===== src/rtl/conware_pkg.sv =====
// Shared definitions for the conware pixel pipeline: handshake state
// encoding, counter width, error-bit positions and the sticky-error update.
package conware_pkg;

  // Row cell counter width; supports rows of up to 256 cells.
  localparam int CNT_W = 8;

  // Two-state handshake encoding. The serializer downstream reuses the same
  // codes under its own names (Wait/Write), so both blocks stay in step.
  typedef logic [0:0] state_t;
  localparam state_t FILL      = 1'b0;
  localparam state_t EMIT      = 1'b1;
  localparam state_t SER_WAIT  = FILL;
  localparam state_t SER_WRITE = EMIT;

  // frame_err bit positions.
  localparam int ERR_SHORT = 0;
  localparam int ERR_LONG  = 1;

  // Sticky error update: newly set bits always survive, clear only removes
  // bits that are not being set in the same cycle.
  function automatic logic [1:0] err_next(input logic [1:0] err_q,
                                          input logic [1:0] set_s,
                                          input logic       clr);
    return set_s | (clr ? 2'b00 : err_q);
  endfunction

endpackage


===== src/rtl/axis2buffer_if.sv =====
// Bus bundle for axis2buffer: AXI4-Stream pixel input plus the packed-row
// valid/ready output. "master" is the environment side, "slave" the block.
interface axis2buffer_if #(
  parameter int DWIDTH = 32,
  parameter int WIDTH  = 4
) ();

  logic [DWIDTH-1:0] S_AXIS_TDATA;
  logic              S_AXIS_TVALID;
  logic              S_AXIS_TREADY;
  logic              S_AXIS_TLAST;
  logic [WIDTH-1:0]  out_data;
  logic              out_valid;
  logic              out_ready;

  modport master (
    output S_AXIS_TDATA, S_AXIS_TVALID, S_AXIS_TLAST, out_ready,
    input  S_AXIS_TREADY, out_data, out_valid
  );

  modport slave (
    input  S_AXIS_TDATA, S_AXIS_TVALID, S_AXIS_TLAST, out_ready,
    output S_AXIS_TREADY, out_data, out_valid
  );

endinterface


===== src/rtl/axis2buffer.sv =====
// axis2buffer: classifies incoming pixels as alive/dead, packs WIDTH of them
// into one row word and hands the row downstream. TLAST misalignment with the
// row boundary is reported through sticky frame_err bits.
module axis2buffer
  import conware_pkg::*;
#(
  parameter int DWIDTH = 32,
  parameter int WIDTH  = 4
) (
  input  logic              clk,
  input  logic              rstn,
  input  logic [DWIDTH-1:0] alive_color,
  input  logic              clr_err,
  output logic [1:0]        frame_err,
  axis2buffer_if.slave      s
);

  state_t           state_q, state_d;
  logic [CNT_W-1:0] cnt_q, cnt_d;
  logic [WIDTH-1:0] row_q, row_d;
  logic [WIDTH-1:0] data_q, data_d;
  logic [1:0]       err_q, err_d;

  logic             tready_s;
  logic             valid_s;
  logic             beat_s;
  logic             pix_s;
  logic             last_pos_s;
  logic             done_s;
  logic [1:0]       set_s;
  logic [WIDTH-1:0] row_new_s;

  assign beat_s     = s.S_AXIS_TVALID & tready_s;
  assign pix_s      = (s.S_AXIS_TDATA == alive_color);
  assign last_pos_s = (cnt_q == CNT_W'(WIDTH - 1));
  assign done_s     = beat_s & (last_pos_s | s.S_AXIS_TLAST);

  // Error events, only on a completing beat: early TLAST or missing TLAST.
  always_comb begin
    set_s            = 2'b00;
    set_s[ERR_SHORT] = done_s & s.S_AXIS_TLAST & ~last_pos_s;
    set_s[ERR_LONG]  = done_s & last_pos_s & ~s.S_AXIS_TLAST;
  end

  // Current row with this beat's cell merged in at the counter position.
  always_comb begin
    row_new_s = row_q;
    for (int k = 0; k < WIDTH; k++) begin
      if (cnt_q == CNT_W'(k)) begin
        row_new_s[k] = pix_s;
      end else begin
        row_new_s[k] = row_q[k];
      end
    end
  end

  // Packer next state: advance on a beat, publish and restart on completion.
  always_comb begin
    cnt_d  = cnt_q;
    row_d  = row_q;
    data_d = data_q;
    if (done_s) begin
      cnt_d  = {CNT_W{1'b0}};
      row_d  = {WIDTH{1'b0}};
      data_d = row_new_s;
    end else if (beat_s) begin
      cnt_d  = cnt_q + CNT_W'(1);
      row_d  = row_new_s;
    end else begin
      cnt_d  = cnt_q;
      row_d  = row_q;
    end
    err_d = err_next(err_q, set_s, clr_err);
  end

  // FSM next state: Fill until a row completes, Emit until downstream takes it.
  always_comb begin
    state_d = state_q;
    case (state_q)
      FILL: begin
        if (done_s) state_d = EMIT;
        else        state_d = FILL;
      end
      EMIT: begin
        if (s.out_ready) state_d = FILL;
        else             state_d = EMIT;
      end
      default: state_d = FILL;
    endcase
  end

  // FSM outputs; TREADY is also forced low while reset is held.
  always_comb begin
    tready_s = 1'b0;
    valid_s  = 1'b0;
    case (state_q)
      FILL:    tready_s = rstn;
      EMIT:    valid_s  = 1'b1;
      default: begin
        tready_s = 1'b0;
        valid_s  = 1'b0;
      end
    endcase
  end

  // FSM state register.
  always_ff @(posedge clk or negedge rstn) begin
    if (!rstn) state_q <= FILL;
    else       state_q <= state_d;
  end

  // Packer, output row and sticky error registers.
  always_ff @(posedge clk or negedge rstn) begin
    if (!rstn) begin
      cnt_q  <= {CNT_W{1'b0}};
      row_q  <= {WIDTH{1'b0}};
      data_q <= {WIDTH{1'b0}};
      err_q  <= 2'b00;
    end else begin
      cnt_q  <= cnt_d;
      row_q  <= row_d;
      data_q <= data_d;
      err_q  <= err_d;
    end
  end

  assign s.S_AXIS_TREADY = tready_s;
  assign s.out_valid     = valid_s;
  assign s.out_data      = data_q;
  assign frame_err       = err_q;

endmodule

===== src/flat_wrapper.sv =====
// flat-port wrapper written by rule: the top's interface ports become plain ports
module axis2buffer_flat import conware_pkg::*;
#(
  parameter int DWIDTH = 32,
  parameter int WIDTH  = 4
)
  (clk, rstn, alive_color, clr_err, frame_err, s_S_AXIS_TDATA, s_S_AXIS_TVALID, s_S_AXIS_TLAST, s_out_ready, s_S_AXIS_TREADY, s_out_data, s_out_valid);
  axis2buffer_if #(.DWIDTH(DWIDTH), .WIDTH(WIDTH)) s_i ();
  input  logic clk;
  input  logic rstn;
  input  logic [DWIDTH-1:0] alive_color;
  input  logic clr_err;
  output logic [1:0] frame_err;
  input wire logic [$bits(s_i.S_AXIS_TDATA)-1:0] s_S_AXIS_TDATA;
  input wire logic [$bits(s_i.S_AXIS_TVALID)-1:0] s_S_AXIS_TVALID;
  input wire logic [$bits(s_i.S_AXIS_TLAST)-1:0] s_S_AXIS_TLAST;
  input wire logic [$bits(s_i.out_ready)-1:0] s_out_ready;
  output wire logic [$bits(s_i.S_AXIS_TREADY)-1:0] s_S_AXIS_TREADY;
  output wire logic [$bits(s_i.out_data)-1:0] s_out_data;
  output wire logic [$bits(s_i.out_valid)-1:0] s_out_valid;
  assign s_i.S_AXIS_TDATA = s_S_AXIS_TDATA;
  assign s_i.S_AXIS_TVALID = s_S_AXIS_TVALID;
  assign s_i.S_AXIS_TLAST = s_S_AXIS_TLAST;
  assign s_i.out_ready = s_out_ready;
  assign s_S_AXIS_TREADY = s_i.S_AXIS_TREADY;
  assign s_out_data = s_i.out_data;
  assign s_out_valid = s_i.out_valid;
  axis2buffer #(.DWIDTH(DWIDTH), .WIDTH(WIDTH)) u_core (.clk(clk), .rstn(rstn), .alive_color(alive_color), .clr_err(clr_err), .frame_err(frame_err), .s(s_i));
endmodule

===== config.mk =====
export PLATFORM = sky130hd
export DESIGN_NAME = axis2buffer_flat
export DESIGN_NICKNAME = d
export VERILOG_FILES = /design/src/rtl/conware_pkg.sv /design/src/rtl/axis2buffer_if.sv /design/src/rtl/axis2buffer.sv /design/src/flat_wrapper.sv
export SDC_FILE = /design/constraint.sdc
export NUM_CORES = 1
export LEC_CHECK = 0
export CAP_MARGIN = 10
export CORE_UTILIZATION = 38
export CTS_CLUSTER_DIAMETER = 200
export DETAILED_ROUTE_END_ITERATION = 6
export PLACE_DENSITY = 0.9
export SYNTH_ARGS = -nofsm -noshare
export SYNTH_HDL_FRONTEND = slang
export SYNTH_SLANG_ARGS = --single-unit

===== constraint.sdc =====
create_clock -name clk -period 2.01 [get_ports clk]
set_input_delay 0.5025 -clock clk [delete_from_list [all_inputs] [get_ports clk]]
set_output_delay 0.5025 -clock clk [all_outputs]
set_load 0.005 [all_outputs]

# ---- Word-level counts from Yosys, hierarchy flattened
# Index checks and enable logic that the tools add are counted.
dict set report classes {
  n_addsub 1
  eq_ne 4
  n_mux 14
  bitwise 11
  n_reduce_logical 2
}
# op n
set ops {}
lappend ops {{equality test 32 bit} 1}
lappend ops {{equality test 8 x 2 -> 1 bit (second input constant)} 2}
lappend ops {{two-way mux 8 bit} 2}
lappend ops {{adder 8 x 1 -> 8 bit (second input constant)} 1}
lappend ops {{equality test 8 x 1 -> 1 bit (second input constant)} 1}
lappend ops {{zero test 8 bit} 1}
lappend ops {{two-way mux 1 bit} 8}
lappend ops {{two-way mux 4 bit} 2}
lappend ops {{bitwise AND 1 bit} 6}
lappend ops {{NOT 1 bit} 3}
lappend ops {{two-way mux 2 bit} 1}
lappend ops {{bitwise OR 2 bit} 1}
lappend ops {{one-hot mux 1 bit (2 select lines)} 1}
lappend ops {{nonzero test 2 bit} 1}
lappend ops {{bitwise OR 1 bit} 1}
dict set report totals {
  reg_bits 19
  inputBits 70
  out_inout_bits 8
  wordCells 37
}

# ---- Depth between registers and ports, before layout
# Gate-level depths: netlist of run 1.
dict set report logic_depth {
  depth_word 6
  depth_mapped 6
}

# ---- Worst setup path before layout of run 1
# No wires, ideal clock.
dict set report synth_timing {
  kind {flip-flop to flip-flop}
  startpoint {register u_core.cnt_q[5]}
  endpoint {register u_core.data_q[0], in the netlist u_core.s.out_data[0]}
  arrival_time_ns 1.522
  t_required_ns 1.876
  setup_slack_ns 0.353
  path_stages_with_launch 6
  cell_sequence {dfrtp_1 nor4_4 nand3_4 a21oi_4 mux2i_1 o31ai_1}
}
dict set report synth_between {
  elab_chain_len 3
}
# item line_no
set synth_lines {}
lappend synth_lines {{start, declared} axis2buffer.sv:19} ;# logic [CNT_W-1:0] cnt_q, cnt_d;
lappend synth_lines {{start signal, assigned} axis2buffer.sv:115} ;# cnt_q <= {CNT_W{1'b0}};
lappend synth_lines {{start signal, assigned} axis2buffer.sv:120} ;# cnt_q <= cnt_d;
lappend synth_lines {{equality test 8 x 2 -> 1 bit} axis2buffer.sv:35} ;# assign last_pos_s = (cnt_q == CNT_W'(WIDTH - 1));
lappend synth_lines {{bitwise OR 1 bit} axis2buffer.sv:36} ;# assign done_s = beat_s & (last_pos_s | s.S_AXIS_TLAST);
lappend synth_lines {{bitwise AND 1 bit} axis2buffer.sv:36}
lappend synth_lines {{end signal, assigned} axis2buffer.sv:117} ;# data_q <= {WIDTH{1'b0}};
lappend synth_lines {{end signal, assigned} axis2buffer.sv:122} ;# data_q <= data_d;
lappend synth_lines {{end, declared} axis2buffer.sv:21} ;# logic [WIDTH-1:0] data_q, data_d;
# Parallel ways exist; a longest one is shown, timed or not.
# A chain may end at the register's enable or synchronous reset.

# ---- Final worst setup path of run 1
dict set report layout_timing {
  startpoint {input rstn}
  endpoint {output s_S_AXIS_TREADY}
}
dict set report layout_between {
  elab_chain_len 1
}
# item line_no
set layout_lines {}
lappend layout_lines {{start, declared} flat_wrapper.sv:10} ;# input logic rstn;
lappend layout_lines {{two-way mux 1 bit} axis2buffer.sv:96} ;# case (state_q)
lappend layout_lines {{end, declared} flat_wrapper.sv:18} ;# output wire logic [$bits(s_i.S_AXIS_TREADY)-1:0] s_S_AXIS_TREADY;
# No other way between the ends.

==> results of run 1 <==
## kinds of logic (layout without fill, tap and decap cells)
logic type      count (synthesis)  in the layout
buf+inv                         7             96
flops                          19             19
simple gates                   44             44
fa+ha+maj                       4              4
mux                             3              3
compound gates                 20             20
xor+xnor                       37             37
## Yosys cell counts (2+ instances only)
library cell	n
dfrtp_1	19
xnor2_1	32
a22oi_1	3
nor2_1	6
o21ai_0	4
nand2_1	6
inv_1	6
xor2_1	5
nand4_1	12
nand3_1	4
o31ai_1	6
a21oi_1	2
and2_1	4
nor4_1	2
ha_1	4
mux2i_1	3
## flip-flops by register name, indices dropped and copies added, names as in the netlist
signal             flops
u_core.cnt_q           8
u_core.frame_err       2
u_core.s.out_data      4
u_core.row_q           4
u_core.state_q         1
## report_power, final
group	switching, mW	total (mW)	internal [mW]
combinational	0.151	0.384	0.233
sequential	0.0309	0.439	0.408
clock	0.113	0.190	0.0774
## worst max-delay path by stage
stage,start,end,slack (ns)
2_1_floorplan,u_core.cnt_q[5],u_core.s.out_data[0],0.35
5_1_grt,rstn,s_S_AXIS_TREADY,0.02
3_5_place_dp,rstn,u_core.cnt_q[7],-0.26
6_report,rstn,s_S_AXIS_TREADY,0.08
3_3_place_gp,rstn,s_S_AXIS_TREADY,-0.24
4_1_cts,rstn,s_S_AXIS_TREADY,0.03
## layout make-up
class | count | area, sq um | area share [%]
clock buffer | 4 | 26.28 | 1.172
inverter | 6 | 22.52 | 1.004
multi-input combinational | 108 | 822.0 | 36.66
sequential | 19 | 475.5 | 21.21
tap | 46 | 57.56 | 2.567
timing repair buffer | 86 | 838.3 | 37.39
## worst reg2reg max path, cell delays in order, from the launching register on
cell	delay (ns)
dfrtp_1	0.45
nor4_4	0.49
nand3_4	0.15
a21oi_4	0.24
mux2i_1	0.22
o31ai_1	0.09
## stage by stage
stage	setup slack (ns)	total power, mW
after floorplan	0.3535	0.6044
after global placement	-0.2438	0.8215
after detailed placement	-0.2626	0.8335
after CTS	0.02686	1.022
after global routing	0.02339	1.086
final	0.07532	1.013
## per-layer routing
layer	track usage (%)	share of wire (%)	up-vias
met4	2.273	0.24	0
met3	5.042	6.3	4
met5	0	0	-
li1	-	-	658
met2	37.11	55	67
met1	20.21	38	596
## timing repair
| action | 4_1_cts | 5_1_grt |
|---|---|---|
| setup buffers | 0 | 0 |
| gates cloned | 0 | 0 |
| setup endpoints to repair | 1 | 1 |
| gates resized for setup | 2 | 1 |
==> impl_metrics.toml, run 1 <==
[grt]
grt_use_total_pct = 18.76
grt_antenna_before_repair = 0
grt.overflow.total = 0
grt_max_degree = 11
grt_pass1_vias = 1310
grt_pass1_wl_um = 5181

[cells_and_area]
final_util_pct = 67.19
antennaDiodeCount = 0
syn2layout_area_growth_pct = 69.22
final_cell_mix = "clkdlybuf4s50_1 (76), xnor2_1 (32), dfrtp_1 (19)"
instances_no_fill = 269
drive_above_1_share_pct = 8.072
fill_cells = 273
stdcell_area_sq_um = 2242
final_common_cell = "clkdlybuf4s50_1"
layout.nets = 298

[yosys]
synthCells = 134
netlist.area_leader.share_pct = 35.88
syn-cell-area_sq_um = 1325
synth.net_count = 208
synth_cell_type_count = 32
async_reset_ff_share_pct = 100.0
synth_simple_gate_area_share_pct = 20.49
yosysWarnings = 0
synth_seq_cells = 19
synth_ff_type = "dfrtp_1"
synth-compound-area-share_pct = 10.86
synthAdderAreaFrac_pct = 3.777
yosys.area_share.xor_xnor_pct = 24.46
avgSynthCellArea_sq_um = 9.888
synth_mux_area_share_pct = 2.266
synth_edf_count = 0
synth_top_cell_by_area = "dfrtp_1"
ys_seq_area_share_pct = 35.88
synth_top_family_by_area = "XOR/XNOR gates"
ys_top_cells_by_area = "dfrtp_1 (36%), xnor2_1 (21%), nand4_1 (5.7%), ha_1 (3.8%), o31ai_1 (3.4%)"

[floorplan]
io_pins = 78
die_area_sq_um = 3727
core-area_sq_um = 3337
rows = 21
start_util_pct = 39.71
die_h_um = 61.05
die-width_um = 61.05

[power]
vdd_drop_max_mv = 0.2138
p_leak_nw = 0.8722
power_density_nw_per_um2 = 451.9

[sta]
clock.fmax_ghz = 0.5169
hold_violations = 0
fin_setup_tns_ns = 0
fin_crit_sh_pct = 96.25
worstMarginPinSlew_ns = 0.4494
slew_violations = 0
fin_worst_skew_ns = 0.002974
setup_viol = 0
hold_slack_ns = 0.2696
slew-limit-headroom_pct = 69.81
finalCriticalPeriod_ns = 1.935
rsz0062_at_grt = "false"

[critical_path]
regToRegEndpoint = "u_core.s.out_data[0]"
worst-path-buf-inv = 2
cp-end-kind = "output port"
path_depth = 3
ff2ff_path_depth = 5
rr_startpoint = "u_core.cnt_q[5]"
worstPathMaxFanout = 4
crit_required_ns = 1.51
path_cells = "clkdlybuf4s15_1 -> nor2b_2 -> clkdlybuf4s50_1"
slowest_stage = "clkdlybuf4s50_1"
cp_top_family = "buffers and inverters"
arrival_ns = 1.43
regToRegSetupSlack_ns = 0.25
worst-setup-path-type = "input pin to output port"
startpoint_type = "input pin"
max_stage_delay_ns = 0.51

[drt]
drcViolationCount = 0
avgRoutedWirePerCell_um = 12.32
via_count = 1325
drtPass1Iterations = 4
totalWireLength_um = 3314
drt_iter0_drc = 27
vias_per_cell = 4.926
postRouteAntennaNets = 0

[placement]
dpl-instance-area_sq_um = 2213
dp_cells = 265
hpwl_um = 2988
gp_congestion = 0.8274
portBuffers = 77

[outcome]
status = "finished, final reports clean"

[job]
max_cap_viol_count = 0

[cts]
cts_hold_buf = 0
clock-sinks = 19
clkTransAtPathRegs_ns = 0.10
cts_max_level = 1
clk_latency_ns = 0.30
root_buffer = "clkbuf_4"
cts_tree = "done"
cts_buffers = 3
cts_max_path_buffers = 2

[hold_path]
hold_path.class = "input pin to asynchronous set/reset pin"
(Power assumes the default switching activity.)
==> inputs of run 2 (changes only) <==
Settings changed: SETUP_SLACK_MARGIN set to 0.3.
==> run 2 against run 1 <==
Against the previous run:
- first-iteration DRC count rose by 19%
- combinational power about the same
- sequential cell count is the same
- global-route usage increased by 1.1 points
- clock-buffer cell count stayed put
- critical path depth up 3
- worst hold slack lost 0.051 ns
- total power up 0.39%
- via count rose by 4.7%
- setup slack improved by 0.22 ns
- critical path type is now input pin to flop
- largest power group unchanged
==> impl_metrics.toml, run 2 (synthesis gave the netlist of run 1 again) <==
[outcome]
status = "finished, final reports clean"

[grt]
grt.overflow.total = 0
grt_pass1_vias = 1330
grt_use_total_pct = 19.82
grt_max_degree = 11
grt_antenna_before_repair = 0
grt_pass1_wl_um = 5457

[job]
max_cap_viol_count = 0

[floorplan]
start_util_pct = 39.71
die_h_um = 61.05
io_pins = 78
die-width_um = 61.05
rows = 21
die_area_sq_um = 3727
core-area_sq_um = 3337

[cells_and_area]
drive_above_1_share_pct = 16.31
largest_reg_flops = 8
layout.nets = 308
stdcell_area_sq_um = 2406
final_common_cell = "xnor2_1"
fill_cells = 246
final_util_pct = 72.10
syn2layout_area_growth_pct = 81.59
antennaDiodeCount = 0
final_cell_mix = "xnor2_1 (32), dlymetal6s2s_1 (30), clkdlybuf4s50_1 (28)"
top_register = "u_core.cnt_q"

[cts]
root_buffer = "clkbuf_4"
cts_tree = "done"
cts_max_path_buffers = 2
cts_buffers = 3
clk_latency_ns = 0.30
cts_hold_buf = 0
clock-sinks = 19
cts_max_level = 1
clkTransAtPathRegs_ns = 0.10

[sta]
fin_worst_skew_ns = 0.001023
rsz0062_at_grt = "true"
setup_slack_ns = 0.2907
finalCriticalPeriod_ns = 1.719
slew-limit-headroom_pct = 78.89
hold_violations = 0
setup_viol = 0
slew_violations = 0
worstMarginPinSlew_ns = 0.3164
clock.fmax_ghz = 0.5816
fin_crit_sh_pct = 85.53

[drt]
totalWireLength_um = 4024
postRouteAntennaNets = 0
avgRoutedWirePerCell_um = 14.42
drt_iter0_drc = 32
drcViolationCount = 0
via_count = 1387
vias_per_cell = 4.971
drtPass1Iterations = 4

[critical_path]
worstPathMaxFanout = 7
worst-setup-path-type = "input pin to flop"
crit_required_ns = 2.23
path_cells = "clkdlybuf4s50_1 -> xnor2_1 -> nand4_1 -> nor4_2 -> nand2_2 -> o31ai_2"
max_stage_delay_ns = 0.49
cp-end-kind = "flop"
arrival_ns = 1.94
startpoint_type = "input pin"
slowest_stage = "clkdlybuf4s50_1"

[placement]
pre_cts_slack_ns = -0.2626
hpwl_um = 2988
gp_congestion = 0.8274
dpl-instance-area_sq_um = 2213
portBuffers = 77

[power]
power_density_nw_per_um2 = 422.8
p_leak_nw = 1.261
vdd_drop_max_mv = 0.2134

[hold_path]
hold_path.class = "input pin to asynchronous set/reset pin"
run 2: cell types whose count changed in the layout (fill, tap and decap cells not counted), moves of 2 or more:
| cell | before | now |
|---|---|---|
| buf_4 | 9 | 17 |
| buf_6 | 0 | 2 |
| clkdlybuf4s50_1 | 76 | 28 |
| dfrtp_1 | 19 | 17 |
| dfrtp_2 | 0 | 2 |
| dlygate4sd2_1 | 0 | 17 |
| dlymetal6s2s_1 | 0 | 30 |
| nor4_1 | 2 | 0 |
| nor4_2 | 0 | 2 |
run 2: metrics by stage:
stage	power, mW	TNS, ns	std cells	hold WS [ns]
6_report	1.017	0	279	0.2183
5_1_grt	1.082	0	279	0.2213
4_1_cts	1.016	0	272	0.2210
3_5_place_dp	0.8335	-1.944	265	0.4760
3_3_place_gp	0.8215	-1.417	265	0.4741
2_1_floorplan	0.6044	0	134	0.2069
run 2: path summary, 6_finish.rpt:
path	start	endpoint	slack, ns	cells after the start
hold reg to reg	u_core.row_q[3]	u_core.row_q[3]	0.50	1
min in group clk	u_core.row_q[3]	u_core.row_q[3]	0.50	1
hold / removal	rstn	u_core.frame_err[1]	0.22	2
setup / recovery	s_S_AXIS_TDATA[21]	u_core.row_q[2]	0.29	6
max in group asynchronous	rstn	u_core.cnt_q[5]	1.61	2
setup reg to reg	u_core.state_q	u_core.cnt_q[7]	0.33	6
run 2: metal layers:
layer  GRT usage [%]  wire length, um  up-vias
met5               0                0        -
met4           3.571               60        0
met3           5.042              273        8
met2           37.73             2281       65
met1           22.31             1408      639
li1                -                -      675
run 2: critical path, delay by kind of cell:
kind	cells	cell delay, ns
compound gates	1	0.23
xor+xnor	1	0.13
buf+inv	1	0.49
simple gates	3	0.58
run 2: power by group:
part	internal (mW)	total [mW]	leakage (nW)	switching [mW]
logic	0.217	0.384	0.990	0.167
clock network	0.0775	0.194	0.0150	0.116
registers	0.408	0.439	0.256	0.0310
run 2: what timing repair did:
item | CTS | global route
pin swaps | 23 | 19
endpoints found under the setup margin | 16 | 16
buffers inserted | 3 | 7
resized for setup | 25 | 39
run 2: layout make-up:
cell class | count | area (sq um) | share of cell area, %
Sequential cell | 19 | 478.0 | 19.86
Multi-Input combinational cell | 108 | 850.8 | 35.36
Timing Repair Buffer | 96 | 970.9 | 40.35
Inverter | 6 | 22.52 | 0.9360
Clock buffer | 4 | 26.28 | 1.092
Tap cell | 46 | 57.56 | 2.392
==> inputs of run 3 (changes only) <==
Settings changed: ABC_AREA set to 0.
==> results of run 3 <==
No change in the layout: final DEF, timing and power equal those of run 2.
